### src/rtl/mips_wb_pkg.sv
// Shared types and encodings for the MIPS write-back stage.
// The optional WB_LOAD_EXT_EN macro adds the stored load_type field.
package mips_wb_pkg;

   typedef enum logic [1:0] {
      WB_SEL_ALU  = 2'd0,
      WB_SEL_MEM  = 2'd1,
      WB_SEL_LINK = 2'd2,
      WB_SEL_RSVD = 2'd3
   } wb_sel_e;

   typedef enum logic [2:0] {
      LD_LW  = 3'd0,
      LD_LB  = 3'd1,
      LD_LBU = 3'd2,
      LD_LH  = 3'd3,
      LD_LHU = 3'd4
   } ld_type_e;

   typedef struct packed {
      logic        valid;
      logic        regwrite;
      logic [4:0]  rd;
      wb_sel_e     wb_sel;
`ifdef WB_LOAD_EXT_EN
      ld_type_e    load_type;
`endif
      logic [31:0] alu;
      logic [31:0] mem;
      logic [31:0] pc;
      logic        done;
   } wb_entry_t;

   // Every field cleared except pc, which restarts at the reset vector.
   function automatic wb_entry_t wb_reset_entry(input logic [31:0] reset_pc);
      wb_entry_t e;
      e    = '0;
      e.pc = reset_pc;
      return e;
   endfunction

endpackage

### src/rtl/mips_load_ext.sv
// Combinational sub-word load extraction: selects the byte or half-word
// addressed by offset and sign- or zero-extends it according to load_type.
module mips_load_ext
   import mips_wb_pkg::*;
(
   input  logic [31:0] word,
   input  logic [1:0]  offset,
   input  logic [2:0]  load_type,
   output logic [31:0] data
);

   logic [7:0]  byte_sel;
   logic [15:0] half_sel;

   // Half-words are addressed by offset[1] only; offset[0] is ignored.
   assign byte_sel = word[{offset, 3'b000} +: 8];
   assign half_sel = offset[1] ? word[31:16] : word[15:0];

   always_comb begin
      // NOTE: assigning a default first keeps every path driven, so no latch is inferred.
      data = word;
      case (load_type)
         LD_LB:   data = {{24{byte_sel[7]}}, byte_sel};
         LD_LBU:  data = {24'h0, byte_sel};
         LD_LH:   data = {{16{half_sel[15]}}, half_sel};
         LD_LHU:  data = {16'h0, half_sel};
         default: data = word;
      endcase
   end

endmodule

### src/rtl/mips_wb_stage.sv
// MIPS write-back stage: one entry register feeding the register-file write
// port and forwarding unit. Define WB_LOAD_EXT_EN for sub-word load extension.
module mips_wb_stage
   import mips_wb_pkg::*;
#(
   parameter logic [31:0] RESET_PC = 32'h0000_3000
)
(
   input  logic        clk,
   input  logic        reset,
   input  logic        in_valid,
   input  logic        in_regwrite,
   input  logic [4:0]  in_rd,
   input  logic [1:0]  in_wb_sel,
   input  logic [2:0]  in_load_type,
   input  logic [31:0] in_alu,
   input  logic [31:0] in_mem,
   input  logic [31:0] in_pc,
   input  logic        wb_stall,
   input  logic        wb_flush,
   output logic        regwrite,
   output logic [4:0]  regaddr,
   output logic [31:0] regdata,
   output logic [31:0] pc_and_4,
   output logic        fwd_valid,
   output logic [4:0]  fwd_addr,
   output logic [31:0] fwd_data,
   output logic [31:0] wb_count
);

   wb_entry_t   entry_q, entry_d;
   logic [31:0] wb_count_q, wb_count_d;
   logic [31:0] mem_result;
   logic [31:0] result;
   logic        pending_write;

`ifdef WB_LOAD_EXT_EN
   mips_load_ext u_load_ext (
      .word      (entry_q.mem),
      .offset    (entry_q.alu[1:0]),
      .load_type (entry_q.load_type),
      .data      (mem_result)
   );
`else
   logic unused_load_type;
   assign unused_load_type = ^in_load_type;
   assign mem_result       = entry_q.mem;
`endif

   // A write to $0 is never pending; done only masks the register-file port.
   assign pending_write = entry_q.valid & entry_q.regwrite & (entry_q.rd != 5'd0);
   assign regwrite      = pending_write & ~entry_q.done;
   assign fwd_valid     = pending_write;

   always_comb begin
      result = 32'h0;
      case (entry_q.wb_sel)
         WB_SEL_ALU:  result = entry_q.alu;
         WB_SEL_MEM:  result = mem_result;
         WB_SEL_LINK: result = entry_q.pc + 32'd8;
         default:     result = 32'h0;
      endcase
   end

   assign regaddr  = entry_q.rd;
   assign regdata  = result;
   assign fwd_addr = entry_q.rd;
   assign fwd_data = result;
   assign pc_and_4 = entry_q.pc + 32'd4;
   assign wb_count = wb_count_q;

   always_comb begin
      entry_d    = entry_q;
      wb_count_d = wb_count_q + {31'h0, regwrite};
      if (wb_flush) begin
         entry_d.valid = 1'b0;
         entry_d.done  = 1'b0;
      end else if (wb_stall) begin
         // Once written, a stalled entry stays visible to forwarding but is not rewritten.
         entry_d.done = entry_q.done | regwrite;
      end else begin
         entry_d.valid     = in_valid;
         entry_d.regwrite  = in_regwrite;
         entry_d.rd        = in_rd;
         entry_d.wb_sel    = wb_sel_e'(in_wb_sel);
`ifdef WB_LOAD_EXT_EN
         entry_d.load_type = ld_type_e'(in_load_type);
`endif
         entry_d.alu       = in_alu;
         entry_d.mem       = in_mem;
         entry_d.pc        = in_pc;
         entry_d.done      = 1'b0;
      end
   end

   // NOTE: sequential state uses non-blocking assignments so all flops update together.
   always_ff @(posedge clk) begin
      if (reset) begin
         entry_q    <= wb_reset_entry(RESET_PC);
         wb_count_q <= 32'h0;
      end else begin
         entry_q    <= entry_d;
         wb_count_q <= wb_count_d;
      end
   end

endmodule

### config.mk
export PLATFORM = sky130hd
export DESIGN_NAME = mips_wb_stage
export DESIGN_NICKNAME = d
export VERILOG_FILES = /design/src/rtl/mips_wb_pkg.sv /design/src/rtl/mips_load_ext.sv /design/src/rtl/mips_wb_stage.sv
export SDC_FILE = /design/constraint.sdc
export NUM_CORES = 1
export LEC_CHECK = 0
export ABC_CLOCK_PERIOD_IN_PS = 2800
export BUFFER_PORTS_ARGS = -buffer_cell sky130_fd_sc_hd__clkbuf_2
export CAP_MARGIN = 20
export CORE_ASPECT_RATIO = 1.2
export CORE_MARGIN = 2
export CORE_UTILIZATION = 35
export CTS_BUF_LIST = sky130_fd_sc_hd__clkbuf_8
export CTS_CLUSTER_SIZE = 25
export DETAILED_ROUTE_END_ITERATION = 10
export PLACE_DENSITY_LB_ADDON = 0.2
export SYNTH_ARGS = -nofsm -noshare
export SYNTH_HDL_FRONTEND = slang
export SYNTH_SLANG_ARGS = --single-unit
### constraint.sdc
create_clock -name clk -period 2.8 [get_ports clk]
set_input_delay 0.28 -clock clk [delete_from_list [all_inputs] [get_ports clk]]
set_output_delay 0.28 -clock clk [all_outputs]
set_load 0.05 [all_outputs]
==> impl_metrics.ini <==
[synthesis]
syn_inst = 962
synth.net_count = 1078
yosysSeqAreaShare = 0.379
avgSynthCellArea_um2 = 7.58
ys_ff_latch = 138
synthFlopType = dfxtp_1
async_flop_share = 0
synth_edf_count = 0
synth_cell_types = 50
synth_area_um2 = 7290
yosys_warnings = 0

[detailed_routing]
wl_met2_um = 10700
ant_nets = 0
via_per_inst = 5.03
maxUsedRoutingLayer = met4
drtPass1Iterations = 7
routed_wl_um = 22800
met1Wirelength_um = 9900
wl_per_cell_um = 15.9
vias = 7209
remaining_drc_errors = 0
drt_iter0_drc = 549
wl_met3_um = 1810

[global_route]
grt_pass1_vias = 6613
grt_pass1_wl_um = 35300
grt_max_degree = 69
track_usage = 0.206
antenna_found_initial = 0
grt_overflow = 0

[sta]
maxSlewHeadroom = 0.488
fin_skew_ns = 0.00454
drv_slew = 0
finalCritPeriodShare = 0.966
hold_violations = 0
hold_slack_ns = 0.0488
finalSetupViolCount = 0
postLayoutSetupSlackWorst_ns = 0.0963
timing.fmax_mhz = 370
tightest_slew_ns = 0.766
layout_min_cycle_time_ns = 2.70

[critical_path]
crit_family = buffers and inverters
arrival_ns = 2.42
crit_buf_inv = 3
cpMostUsedCell = buf_4
path_cells = nand4_1, buf_4, buf_4, nor4_1, xor2_1, clkbuf_2
crit_type = flip-flop to output port
crit_path_max_incr_delay_ns = 0.47
critPathCaptureType = output port
cp_max_fo = 8
startpoint_type = flip-flop
critPathRequiredTime_ns = 2.52
slowest_stage = dfxtp_1

[layout]
multi_input_area_um2 = 4060
fin_nets = 1273
antenna_cells = 0
syn2layout_area_growth_pct = 32.7
drive_above_1_share = 0.328
nFillCells = 2057
seq_area_um2 = 2770

[flow_run]
drv_cap = 0

[placed_design]
io_buffers = 248
post-place-ws_ns = 0.187
routabilityCongestion = 0.908
dpl.hpwl_um = 17000

[clocking]
cts_tree = yes
cts_root_buf = clkbuf_8
clockBufferDepth = 2
cts_htree_levels = 4
insertion_delay_ns = 0.43
path_clk_slew_ns = 0.08
cts_buffers = 17
cts_sinks = 138

[floorplanning]
row_count = 57
dieWidth_um = 136
io_pins = 252
dieHeight_um = 162
die-area_um2 = 22000
start_util = 0.359
core_area_um2 = 20300

[min_path]
holdCritPathClass = input pin to flip-flop

[outcome]
status = completed

[power]
p_per_area_nw_per_um2 = 469
leakage_nw = 3.98
ir_drop_mv = 0.225
==> flip-flops by register name, indices dropped and copies added, names as in the netlist <==
name        flops
fwd_addr        5
entry_q        69
wb_count       32
mem_result     32
==> worst reg2reg max path: stages (launching register included) <==
cell and delay, ns:
dfxtp_1 0.37, or3_1 0.17, o311a_4 0.20, nor2b_4 0.18
ha_4 0.18, ha_4 0.16, nand2_1 0.10, or4_4 0.53
nor4_1 0.22, mux2_2 0.37
==> routing by layer <==
metal	vias to the layer above	global-route usage
met5	-	0
met4	0	0.0639
met3	28	0.0552
met2	272	0.331
met1	3305	0.268
li1	3604	-
==> logic make-up (layout without fill, tap and decap cells) <==
group / Yosys count / count (layout) / synth area share
AOI/OAI and AO/OA: 162 / 162 / 0.124
muxes: 44 / 44 / 0.0623
DFF: 138 / 138 / 0.379
adders and majority gates: 4 / 4 / 0.00686
buffers and inverters: 132 / 339 / 0.0951
and+or+nand+nor: 430 / 430 / 0.271
xor gates and xnor gates: 52 / 52 / 0.0625
==> cell usage in the layout (no fill, tap or decap), types with 20 or more instances in the layout <==
| cell | count |
|---|---|
| a21oi_1 | 114 |
| buf_12 | 32 |
| buf_4 | 50 |
| clkbuf_2 | 205 |
| clkbuf_8 | 20 |
| dfxtp_1 | 131 |
| mux2i_1 | 33 |
| nand2_1 | 249 |
| nand3_1 | 23 |
| nor2_1 | 46 |
| nor3_1 | 27 |
| xnor2_1 | 32 |
| xor2_1 | 20 |
==> cell usage after synthesis (all sizes together) (16+ instances only) <==
| cell | n | area share |
|---|---|---|
| nand2 | 249 | 0.13 |
| a21oi | 114 | 0.078 |
| o22ai | 16 | 0.014 |
| nor2 | 48 | 0.025 |
| mux2i | 33 | 0.045 |
| xor2 | 20 | 0.024 |
| xnor2 | 32 | 0.038 |
| nor3 | 29 | 0.020 |
| nand4 | 19 | 0.019 |
| dfxtp | 138 | 0.38 |
| clkbuf | 54 | 0.028 |
| buf | 68 | 0.062 |
| nand3 | 25 | 0.017 |
==> repair_timing <==
action | in CTS | in global routing
resized for setup | 14 | 33
hold buffers | 0 | 0
pin swaps | 4 | 5
setup buffers | 9 | 5
endpoints found under the setup margin | 42 | 31
==> final timing paths <==
check	start	to	slack, ns	cells after the start
min	in_pc[3]	entry_q[4]	0.05	3
max	entry_q[8]	pc_and_4[18]	0.1	6
min reg2reg	mem_result[2]	mem_result[2]	0.45	2
max reg2reg	fwd_addr[4]	wb_count[28]	0.22	9
==> cell type report <==
class,count,share of cell area
multi-input combinational,692,0.420
sequential,138,0.287
timing repair buffer,298,0.218
tap,265,0.0343
clock buffer,20,0.0285
clock inverter,11,0.00841
inverter,10,0.00388
==> through the flow <==
stage	std cells	setup TNS [ns]	utilization	cell area [µm²]	power [mW]
2_1_floorplan	962	0	-	7370	2.75
3_3_place_gp	1389	0	0.445	9050	3.07
3_5_place_dp	1389	0	0.445	9050	3.07
4_1_cts	1429	0	0.469	9540	4.59
5_1_grt	1434	-0.0807	0.476	9670	4.76
6_report	1434	0	0.476	9670	4.54
==> power breakdown <==
part | internal [mW] | total (mW) | switching, mW
clock | 0.750 | 1.51 | 0.757
combinational | 0.326 | 0.941 | 0.615
sequential | 2.03 | 2.09 | 0.0567
total | 3.11 | 4.54 | 1.43
Power figures use the tool's default switching activity.
